[config.mk]
export PLATFORM = sky130hd
export DESIGN_NAME = data_memory_arbiter
export DESIGN_NICKNAME = d
export VERILOG_FILES = /design/src/rtl/data_memory_arbiter.sv
export SDC_FILE = /design/constraint.sdc
export NUM_CORES = 1
export LEC_CHECK = 0
export ABC_AREA = 1
export BUFFER_PORTS_ARGS = -buffer_cell sky130_fd_sc_hd__buf_4
export CORE_AREA = 2 2 119 121
export CTS_CLUSTER_SIZE = 14
export DETAILED_ROUTE_END_ITERATION = 10
export DIE_AREA = 0 0 121 123
export GPL_TIMING_DRIVEN = 0
export HOLD_SLACK_MARGIN = 0.15
export PLACE_DENSITY = 0.46
export SYNTH_ARGS = -nofsm -noshare
export SYNTH_HDL_FRONTEND = slang
export SYNTH_SLANG_ARGS = --single-unit
[constraint.sdc]
create_clock -name CLK -period 1.6 [get_ports CLK]
set_clock_uncertainty 0.1 [all_clocks]
set_input_delay 0.16 -clock CLK [delete_from_list [all_inputs] [get_ports CLK]]
set_output_delay 0.16 -clock CLK [all_outputs]
set_load 0.005 [all_outputs]
[src/rtl/data_memory_arbiter.sv]
`default_nettype none
// ============================================================================
// Module   : data_memory_arbiter
// Brief    : Core/debug arbiter for the shared single-port data memory.
// Revision : 1.0
// ============================================================================
module data_memory_arbiter #(
    parameter int STARVE_LIMIT = 4,
    parameter int LOCK_MAX     = 16
) (
    input  logic        CLK,
    input  logic        RST,

    input  logic        CORE_Req,
    input  logic        CORE_W_En,
    input  logic [2:0]  CORE_Control,
    input  logic [31:0] CORE_Addr,
    input  logic [31:0] CORE_W_Data,
    output logic        CORE_Gnt,
    output logic        CORE_Stall,
    output logic        CORE_R_Valid,
    output logic [31:0] CORE_R_Data,

    input  logic        DBG_Req,
    input  logic        DBG_Lock,
    input  logic        DBG_W_En,
    input  logic [2:0]  DBG_Control,
    input  logic [31:0] DBG_Addr,
    input  logic [31:0] DBG_W_Data,
    output logic        DBG_Gnt,
    output logic        DBG_R_Valid,
    output logic [31:0] DBG_R_Data,

    output logic        MEM_W_En,
    output logic [2:0]  MEM_Control,
    output logic [31:0] MEM_Addr,
    output logic [31:0] MEM_W_Data,
    input  logic [31:0] MEM_R_Data
);

    localparam logic [2:0] MEM_NONE = 3'b000;

    localparam int SW = $clog2(STARVE_LIMIT + 1);
    localparam int LW = $clog2(LOCK_MAX + 1);
    localparam logic [SW-1:0] STARVE_TOP = SW'(STARVE_LIMIT);
    localparam logic [LW-1:0] LOCK_TOP   = LW'(LOCK_MAX);

    typedef enum logic [0:0] {
        ST_OPEN   = 1'b0,
        ST_LOCKED = 1'b1
    } state_t;

    state_t        state;
    state_t        state_nxt;
    logic [SW-1:0] starve_cnt;
    logic [SW-1:0] starve_nxt;
    logic [LW-1:0] lock_cnt;
    logic [LW-1:0] lock_nxt;
    logic          post_release;
    logic          post_release_nxt;
    logic          rsp_valid;
    logic          rsp_dbg;
    logic          core_gnt;
    logic          dbg_gnt;
    logic          starved;

    // Grant decision: purely combinational from current state and counters.
    always_comb begin
        core_gnt = 1'b0;
        dbg_gnt  = 1'b0;
        starved  = (starve_cnt == STARVE_TOP) && !post_release;
        if (state == ST_LOCKED) begin
            dbg_gnt = DBG_Req;
        end else if (DBG_Req && (starved || !CORE_Req)) begin
            dbg_gnt = 1'b1;
        end else begin
            core_gnt = CORE_Req;
        end
    end

    always_comb begin
        MEM_W_En    = 1'b0;
        MEM_Control = MEM_NONE;
        MEM_Addr    = 32'h0;
        MEM_W_Data  = 32'h0;
        if (core_gnt) begin
            MEM_W_En    = CORE_W_En;
            MEM_Control = CORE_Control;
            MEM_Addr    = CORE_Addr;
            MEM_W_Data  = CORE_W_Data;
        end else if (dbg_gnt) begin
            MEM_W_En    = DBG_W_En;
            MEM_Control = DBG_Control;
            MEM_Addr    = DBG_Addr;
            MEM_W_Data  = DBG_W_Data;
        end
    end

    always_comb begin
        state_nxt        = state;
        lock_nxt         = lock_cnt;
        post_release_nxt = 1'b0;
        starve_nxt       = '0;
        case (state)
            ST_OPEN: begin
                // Re-locking is suppressed for the single cycle after a forced release.
                if (dbg_gnt && DBG_Lock && !post_release) begin
                    state_nxt = ST_LOCKED;
                    lock_nxt  = LW'(1);
                end
            end
            ST_LOCKED: begin
                if (DBG_Lock && (lock_cnt < LOCK_TOP)) begin
                    lock_nxt = lock_cnt + LW'(1);
                end else begin
                    state_nxt        = ST_OPEN;
                    lock_nxt         = '0;
                    post_release_nxt = (lock_cnt == LOCK_TOP);
                end
            end
            default: begin
                state_nxt = ST_OPEN;
                lock_nxt  = '0;
            end
        endcase
        if (DBG_Req && !dbg_gnt) begin
            starve_nxt = (starve_cnt == STARVE_TOP) ? starve_cnt : starve_cnt + SW'(1);
        end
    end

    always_ff @(posedge CLK or posedge RST) begin
        if (RST) begin
            state        <= ST_OPEN;
            lock_cnt     <= '0;
            starve_cnt   <= '0;
            post_release <= 1'b0;
        end else begin
            state        <= state_nxt;
            lock_cnt     <= lock_nxt;
            starve_cnt   <= starve_nxt;
            post_release <= post_release_nxt;
        end
    end

    // Read-return tracking: memory data arrives one cycle after the grant.
    always_ff @(posedge CLK or posedge RST) begin
        if (RST) begin
            rsp_valid <= 1'b0;
            rsp_dbg   <= 1'b0;
        end else begin
            rsp_valid <= (core_gnt && !CORE_W_En) || (dbg_gnt && !DBG_W_En);
            rsp_dbg   <= dbg_gnt;
        end
    end

    assign CORE_Gnt     = core_gnt;
    assign DBG_Gnt      = dbg_gnt;
    assign CORE_Stall   = CORE_Req && !core_gnt;
    assign CORE_R_Valid = rsp_valid && !rsp_dbg;
    assign DBG_R_Valid  = rsp_valid && rsp_dbg;
    assign CORE_R_Data  = CORE_R_Valid ? MEM_R_Data : 32'h0;
    assign DBG_R_Data   = DBG_R_Valid  ? MEM_R_Data : 32'h0;

endmodule
`default_nettype wire

== Yosys cells after proc, flatten, opt, wreduce, memory -nomap -nowiden ==
Index checks and enable logic that the tools add are counted.

* Add/subtract/negate cells: 2
* Order comparisons: 1
* Eq/ne operators: 4
* Mux-type cells: 24
* Bitwise gates (word level): 1
* Reductions and logical operators: 20

{| class="wikitable"
|+ Operator list
! kind !! number
|-
| $mux 32 || 6
|-
| $mux 3 || 4
|-
| $logic_and 1x1->1 || 11
|-
| $mux 1 || 10
|-
| $mux 5 || 2
|-
| $pmux 5 s2 || 1
|-
| $logic_not 1->1 || 7
|-
| $add 5x1->5 const B || 1
|-
| $eq 5x5->1 const B || 1
|-
| $lt 5x5->1 const B || 1
|-
| $ne 2x2->1 const B || 2
|-
| $add 3x1->3 const B || 1
|-
| $eq 3x3->1 const B || 1
|-
| $logic_or 1x1->1 || 2
|-
| $pmux 1 s2 || 1
|-
| $not 1->1 || 1
|}

* Register bits: 12
* Output and inout port bits: 137

== Longest topological paths before layout ==
Gate-level depths: netlist of run 1.

* Depth in word-level cells: 10
* Depth in mapped cells: 10

== Worst setup path after synthesis of run 1 ==
Ideal clock, no wire load.

* Path kind: register to output
* Start point: register starve_cnt[0]
* End point: output MEM_W_En
* Arrival time: 1.211 ns
* Data required time: 1.340 ns
* Slack: 0.129 ns
* Cell stages (with the launch flop): 11
* Cells stage by stage: dfrtp_1 -> inv_1 -> ha_1 -> nand2_2 -> inv_2 -> nand3_2 -> nand2_2 -> inv_4 -> buf_6 -> nand2_1 -> o21ai_1

* Cells in the longest elaborated chain, start to end: 8
* Elaborated cells between the ends (all ways): 10
* Those cells by class: 1 x eq/ne; 6 x mux; 3 x reduce/logical

{| class="wikitable"
|+ Ends and longest elaborated chain
! what !! line !! text
|-
| start, declared || 55 || <nowiki>logic [SW-1:0] starve_cnt;</nowiki>
|-
| start signal, assigned || 140 || <nowiki>starve_cnt <= starve_nxt;</nowiki>
|-
| $eq 3x3->1 (*) || 71 || <nowiki>starved = (starve_cnt == STARVE_TOP) && !post_release;</nowiki>
|-
| $logic_and 1x1->1 (*) || 71 ||
|-
| $logic_or 1x1->1 (*) || 74 || <nowiki>end else if (DBG_Req && (starved || !CORE_Req)) begin</nowiki>
|-
| $logic_and 1x1->1 (*) || 74 ||
|-
| $mux 1 || 74 ||
|-
| $mux 1 || 72 || <nowiki>if (state == ST_LOCKED) begin</nowiki>
|-
| $mux 1 || 91 || <nowiki>end else if (dbg_gnt) begin</nowiki>
|-
| $mux 1 (*) || 86 || <nowiki>if (core_gnt) begin</nowiki>
|-
| end, declared || 34 || <nowiki>output logic MEM_W_En,</nowiki>
|}

Mark *: on every way between the ends. The rest lies on a longest branch, timed or not.

== Worst setup path after layout of run 1 ==
* Start point: register starve_cnt[0]
* End point: output MEM_W_Data[21]

* Cells in the longest elaborated chain, start to end: 8
* Elaborated cells between the ends (all ways): 10
* Those cells by class: 1 x eq/ne; 6 x mux; 3 x reduce/logical

{| class="wikitable"
|+ Ends and longest elaborated chain
! what !! line !! text
|-
| $eq 3x3->1 (*) || 71 ||
|-
| $logic_and 1x1->1 (*) || 71 ||
|-
| $logic_or 1x1->1 (*) || 74 ||
|-
| $logic_and 1x1->1 (*) || 74 ||
|-
| $mux 1 || 74 ||
|-
| $mux 1 || 72 ||
|-
| $mux 32 || 91 ||
|-
| $mux 32 (*) || 86 ||
|-
| end, declared || 37 || <nowiki>output logic [31:0] MEM_W_Data,</nowiki>
|}

Marked as above.

==> results.sh, run 1 <==
export IMPL_outcome="finished, violations left"
export IMPL_violations="setup timing"
export IMPL_crit_chain="inv_2, ha_4, nand3_2, nand2_2, nand2_4, clkinv_4, buf_4, buf_8, nand2_4, nand2_2, buf_4"
export IMPL_finalSetupViolCount=74
export IMPL_clk_latency_ps=240
export IMPL_ys_seq_area_frac=0.151
export IMPL_dieHeight_um=123
export IMPL_min_delay_start="DBG_Req"
export IMPL_synth_top_area_share=0.418
export IMPL_cp_data_arrival_time_ps=1680
export IMPL_synth_area_per_cell_sq_um=4.93
export IMPL_slew_violations=0
export IMPL_worst_slack_ps=-344
export IMPL_p_sw_w=0.000916
export IMPL_wl_per_cell_um=13.2
export IMPL_combPwrFrac=0.662
export IMPL_async_flop_share=1.00
export IMPL_hold_path_class="in -> reg"
export IMPL_clockBufferDepth=2
export IMPL_multiInputGateArea_sq_mm=0.00158
export IMPL_p_total_w=0.00264
export IMPL_fin_crit_sh=1.22
export IMPL_first_pass_iters=4
export IMPL_cts_root_buffer="clkbuf_16"
export IMPL_antenna_found_initial=0
export IMPL_synthMostInstantiatedCell="nand2_1"
export IMPL_fp_coreArea_sq_mm=0.0136
export IMPL_port_buffer_count=309
export IMPL_antenna_left=0
export IMPL_powerDensity_mw_per_mm2=493
export IMPL_p_leak_nw=3.24
export IMPL_startpoint="starve_cnt[0]$_DFFE_PP0P_"
export IMPL_start_util=0.146
export IMPL_synthTopCellsByArea="nand2_1 42%, dfrtp_1 15%, nor2_1 13%, inv_1 8.9%, buf_6 7.4%"
export IMPL_clk_pin_slew_ps=50
export IMPL_drt_total_wl_mm=12.1
export IMPL_crit_path_top_delay_cell="dfrtp_1"
export IMPL_p_clk_frac=0.197
export IMPL_area_growth_pct=170
export IMPL_start_kind="flip-flop"
export IMPL_grt_pass1_vias=3208
export IMPL_maxSlewHeadroom=0.684
export IMPL_path_max_fanout=10
export IMPL_intPower_w=0.00173
export IMPL_dr_total_vias=3636
export IMPL_synth_seq_cells=12
export IMPL_crit_type="reg -> out"
export IMPL_cts_htree_levels=1
export IMPL_pin_count=310
export IMPL_overflow=0
export IMPL_synthesis_nets=579
export IMPL_track_usage=0.135
export IMPL_final_area_sq_mm=0.00536
export IMPL_drive_above_1_share=0.595
export IMPL_die_x_um=121
export IMPL_rows=43
export IMPL_place_congestion=0.741
export IMPL_clock_sinks=12
export IMPL_placedInstanceArea_sq_mm=0.00453
export IMPL_yosysWarnings=0
export IMPL_ys_top_cells_by_count="221 x nand2_1, 68 x nor2_1, 47 x inv_1"
export IMPL_final_seq_area_sq_um=300
export IMPL_slowest_delay_ps=360
export IMPL_crit_family="buffers and inverters"
export IMPL_grt_pass1_wl_mm=16.2
export IMPL_hold_viol=0
export IMPL_critPathBufInv=5
export IMPL_die_area_sq_mm=0.0149
export IMPL_cts_tree="yes"
export IMPL_fmax_mhz=514
export IMPL_ys_flop_type="dfrtp_1"
export IMPL_rsz0062_at_grt="yes"
export IMPL_cts_buffers=3
export IMPL_required_ps=1340
export IMPL_seq_power_share=0.141
export IMPL_syn_area_sq_mm=0.00198
export IMPL_first_iter_violations=135
export IMPL_via_per_inst=3.96
export IMPL_synth_edf_count=0
export IMPL_synth_largest_area_cell="nand2_1"
export IMPL_layout_nets=916
export IMPL_power_share_switching=0.347
export IMPL_yosys_cell_types_count=22
export IMPL_fill_cells=1460
export IMPL_grt_max_degree=13
export IMPL_max_vdd_ir_drop_uv=276
export IMPL_n_antenna_cell=0
export IMPL_drc=0
export IMPL_dp_hpwl_mm=9.72
export IMPL_worst_slew_pin_slew_ps=473
export IMPL_worstReg2RegStart="starve_cnt[0]$_DFFE_PP0P_"
export IMPL_period_minus_slack_ps=1940
export IMPL_synth_cells=402
export IMPL_cap_viol_max_count=0
export IMPL_cp_end_kind="primary output"
[layout make-up]
type,count,share of cell area
clock buffers,4,0.0166
inverters,50,0.0374
flip-flops and latches,12,0.0561
well taps,180,0.0420
plain buffers,20,0.0470
multi-input cells,320,0.295
repair buffers,332,0.506
[power groups by stage]
stage	combinational, W	clock [W]	sequential [W]
after floorplan	0.000552	0	0.000368
after global placement	0.00141	0	0.000375
after detailed placement	0.00142	0	0.000377
after CTS	0.00152	0.000537	0.000371
after global routing	0.00190	0.000546	0.000379
final	0.00175	0.000520	0.000374
[cells in the final DEF, fill, tap and decap left out, drive strengths merged, types with 2 or more instances in the layout]
master and instances:
ha 4, nand4 2, clkbuf 11, dfrtp 12, nor2 69, nand3 11
a21oi 4, o21ai 2, nor3 2, buf 342, dlygate4sd3 3, inv 49
nand2 224
[cells by family after synthesis]
group / Yosys count / synth area share
and+or+nand+nor: 309 / 0.613
buffers and inverters: 70 / 0.191
DFF: 12 / 0.151
AOI/OAI and AO/OA: 6 / 0.0151
adders and majority gates: 4 / 0.0252
xor gates and xnor gates: 1 / 0.00442
[worst min-delay path: stages]
cell	delay (ps)
buf_4	140
nand2_1	120
a21oi_1	50
[through the flow]
step	TNS, ps	cells	utilization	worst slack [ps]	hold slack [ps]
2_1_floorplan	0	402	-	129	-75.3
5_1_grt	-27460	918	0.394	-413	177
3_3_place_gp	-7050	891	0.333	-202	121
3_5_place_dp	-10250	891	0.333	-212	115
4_1_cts	-21520	906	0.355	-330	155
6_report	-21680	918	0.394	-344	167
[path summary, 6_finish.rpt]
check / to / depth (start not counted) / slack (ps)
max: MEM_W_Data[21] / 11 / -340
min: starve_cnt[2]$_DFFE_PP0P_ / 3 / 170
max reg2reg: lock_cnt[0]$_DFFE_PP0P_ / 11 / -50
min reg2reg: post_release$_DFF_PP0_ / 1 / 460
max in group asynchronous: lock_cnt[1]$_DFFE_PP0P_ / 3 / 680
min in group asynchronous: rsp_dbg$_DFF_PP0_ / 3 / 400
[registers in the layout (all words and copies together), names as in the netlist]
signal / count
lock_cnt: 5
starve_cnt: 3
post_release: 1
rsp_dbg: 1
rsp_valid: 1
state: 1
[repair_timing]
item	in CTS	in global routing
hold buffers	3	0
gates resized for setup	38	118
setup buffers	7	9
pin swaps	2	29
endpoints found under the setup margin	131	98
hold endpoints to repair	13	0
cloned	1	4
[per-layer routing]
layer / GRT usage / wire [um]
met3: 0.0244 / 987
met2: 0.267 / 6640
met4: 0.0269 / 143
met5: 0 / 0
met1: 0.150 / 4310
No activity file was read; power rests on OpenSTA's default activity.
==> run 2: changes to the inputs <==
==> constraint.sdc (replaced) <==
create_clock -name CLK -period 1.6 [get_ports CLK]
set_clock_uncertainty 0.1 [all_clocks]
set_input_delay 0.24 -clock CLK [delete_from_list [all_inputs] [get_ports CLK]]
set_output_delay 0.24 -clock CLK [all_outputs]
set_load 0.005 [all_outputs]
==> run 2 against run 1 <==
The run still ends with setup timing left. Register-to-register slack barely moved. Largest cell class unchanged. Critical path type unchanged. Final area rose by 8.2%. Largest power group unchanged. Non-clock buffer count rose by 4. Worst hold slack improved by 80 ps. Maximum frequency fell by 4.2%. Clock-buffer cell count did not move. Utilization rose by 3.2 points. Combinational power rose by 10%. First-iteration DRC count fell by 14%.
==> results.sh, run 2 (synthesis results as in run 1) <==
export IMPL_outcome="finished, violations left"
export IMPL_violations="setup timing"
export IMPL_first_iter_violations=116
export IMPL_grt_pass1_vias=3213
export IMPL_cp_data_arrival_time_ps=1690
export IMPL_grt_max_degree=13
export IMPL_via_per_inst=4.04
export IMPL_drc=0
export IMPL_mostFrequentLayoutCell="buf_4"
export IMPL_port_buffer_count=309
export IMPL_required_ps=1260
export IMPL_p_leak_nw=3.33
export IMPL_clock_sinks=12
export IMPL_place_congestion=0.741
export IMPL_clockBufferDepth=2
export IMPL_cts_root_buffer="clkbuf_16"
export IMPL_rrSetupSlack_ps=-50
export IMPL_reg2reg_to="lock_cnt[0]$_DFFE_PP0P_"
export IMPL_n_antenna_cell=0
export IMPL_fmax_mhz=493
export IMPL_rows=43
export IMPL_clk_pin_slew_ps=50
export IMPL_worst_slew_pin_slew_ps=476
export IMPL_worstHoldEndpoint="starve_cnt[2]$_DFFE_PP0P_"
export IMPL_whs_path_depth=3
export IMPL_min_delay_start="DBG_Req"
export IMPL_pin_count=310
export IMPL_drt_total_wl_mm=12.7
export IMPL_placedInstanceArea_sq_mm=0.00453
export IMPL_area_growth_pct=192
export IMPL_rsz0062_at_grt="yes"
export IMPL_r2r_cells=11
export IMPL_cts_tree="yes"
export IMPL_dr_total_vias=3725
export IMPL_worstReg2RegStart="starve_cnt[0]$_DFFE_PP0P_"
export IMPL_crit_path_top_delay_cell="dfrtp_1"
export IMPL_track_usage=0.135
export IMPL_slew_violations=0
export IMPL_period_minus_slack_ps=2030
export IMPL_dp_hpwl_mm=9.72
export IMPL_maxSlewHeadroom=0.682
export IMPL_clk_latency_ps=240
export IMPL_largest_reg_flops=5
export IMPL_setup_tns_ps=-29810
export IMPL_place_inst=891
export IMPL_start_util=0.146
export IMPL_drive_above_1_share=0.637
export IMPL_mostFrequentLayoutCells="272 x buf_4, 154 x nand2_1, 56 x buf_6"
export IMPL_cts_htree_levels=1
export IMPL_hold_path_class="in -> reg"
export IMPL_layout_nets=920
export IMPL_cap_viol_max_count=0
export IMPL_utilization=0.426
export IMPL_wl_per_cell_um=13.8
export IMPL_antenna_left=0
export IMPL_crit_type="reg -> out"
export IMPL_overflow=0
export IMPL_crit_chain="inv_2, ha_4, nand3_2, nand2_2, nand2_4, clkinv_4, buf_12, buf_8, nand2_1, nand2_2, buf_4"
export IMPL_grt_pass1_wl_mm=16.2
export IMPL_dieHeight_um=123
export IMPL_first_pass_iters=4
export IMPL_startpoint="starve_cnt[0]$_DFFE_PP0P_"
export IMPL_worst_slack_ps=-429
export IMPL_antenna_found_initial=0
export IMPL_final_area_sq_mm=0.00580
export IMPL_powerDensity_mw_per_mm2=488
export IMPL_finalSetupViolCount=104
export IMPL_path_max_fanout=7
export IMPL_cts_buffers=3
export IMPL_reg_top3="lock_cnt x5, starve_cnt x3"
export IMPL_start_kind="flip-flop"
export IMPL_slowest_delay_ps=380
export IMPL_hold_ws_ps=248
export IMPL_max_vdd_ir_drop_uv=280
export IMPL_fin_crit_sh=1.27
export IMPL_die_area_sq_mm=0.0149
export IMPL_hold_viol=0
export IMPL_stdcell_count=922
export IMPL_cp_common_cell="nand2_2"
export IMPL_die_x_um=121
export IMPL_fill_cells=1387
export IMPL_fp_coreArea_sq_mm=0.0136
export IMPL_regMostFlops="lock_cnt"
export IMPL_cp_end_kind="primary output"
run 2: worst max path at each step:
stage | end | slack [ps] | cells past startpoint
after floorplan | MEM_W_En | 50 | 10
after global placement | MEM_W_Data[21] | -280 | 10
after detailed placement | MEM_W_En | -290 | 11
after CTS | MEM_Addr[17] | -410 | 10
after global routing | MEM_W_Data[4] | -490 | 11
final | MEM_Addr[25] | -430 | 11
run 2: routing by layer:
layer  track usage  vias to the layer above  routed length (um)  part of all wire
met5             0                        -                   0                 0
met4        0.0269                        0                 157             0.012
met3        0.0244                       13                 956             0.075
met2         0.267                      174                7120              0.56
met1         0.150                     1683                4460              0.35
li1              -                     1855                   -                 -
run 2: timing repair:
action / 4_1_cts / 5_1_grt
cloned: 1 / 7
endpoints found under the setup margin: 131 / 121
hold buffers: 3 / 0
endpoints found under the hold margin: 13 / 0
gates resized for setup: 45 / 205
pin swaps: 3 / 30
buffers inserted: 8 / 9
run 2: layout make-up:
| cell class | instances | area [sq um] | area share |
|---|---|---|---|
| Timing Repair Buffer | 336 | 2890 | 0.499 |
| Multi-Input combinational cell | 320 | 1810 | 0.313 |
| Sequential cell | 12 | 300 | 0.0518 |
| Buffer | 20 | 274 | 0.0473 |
| Tap cell | 180 | 225 | 0.0389 |
| Inverter | 50 | 205 | 0.0354 |
| Clock buffer | 4 | 88.8 | 0.0153 |
run 2: where the power goes:
part,switching (W),leakage (nW),internal [W],total (W)
logic,0.000827,3.13,0.00111,0.00193
clock network,0.000142,0.0442,0.000378,0.000520
registers,0.0000397,0.159,0.000337,0.000377
total,0.00101,3.33,0.00182,0.00283
run 2: critical path: cells and delay by family (launching register included):
kind | cells | cell delay [ps]
fa+ha+maj | 1 | 150
flops | 1 | 380
simple gates | 5 | 390
buf+inv | 5 | 540
run 2: stage by stage:
| stage | worst slack (ps) | total power (W) |
|---|---|---|
| after floorplan | 48.6 | 0.000920 |
| after global placement | -282 | 0.00179 |
| after detailed placement | -292 | 0.00180 |
| after CTS | -410 | 0.00245 |
| after global routing | -493 | 0.00302 |
| final | -429 | 0.00283 |
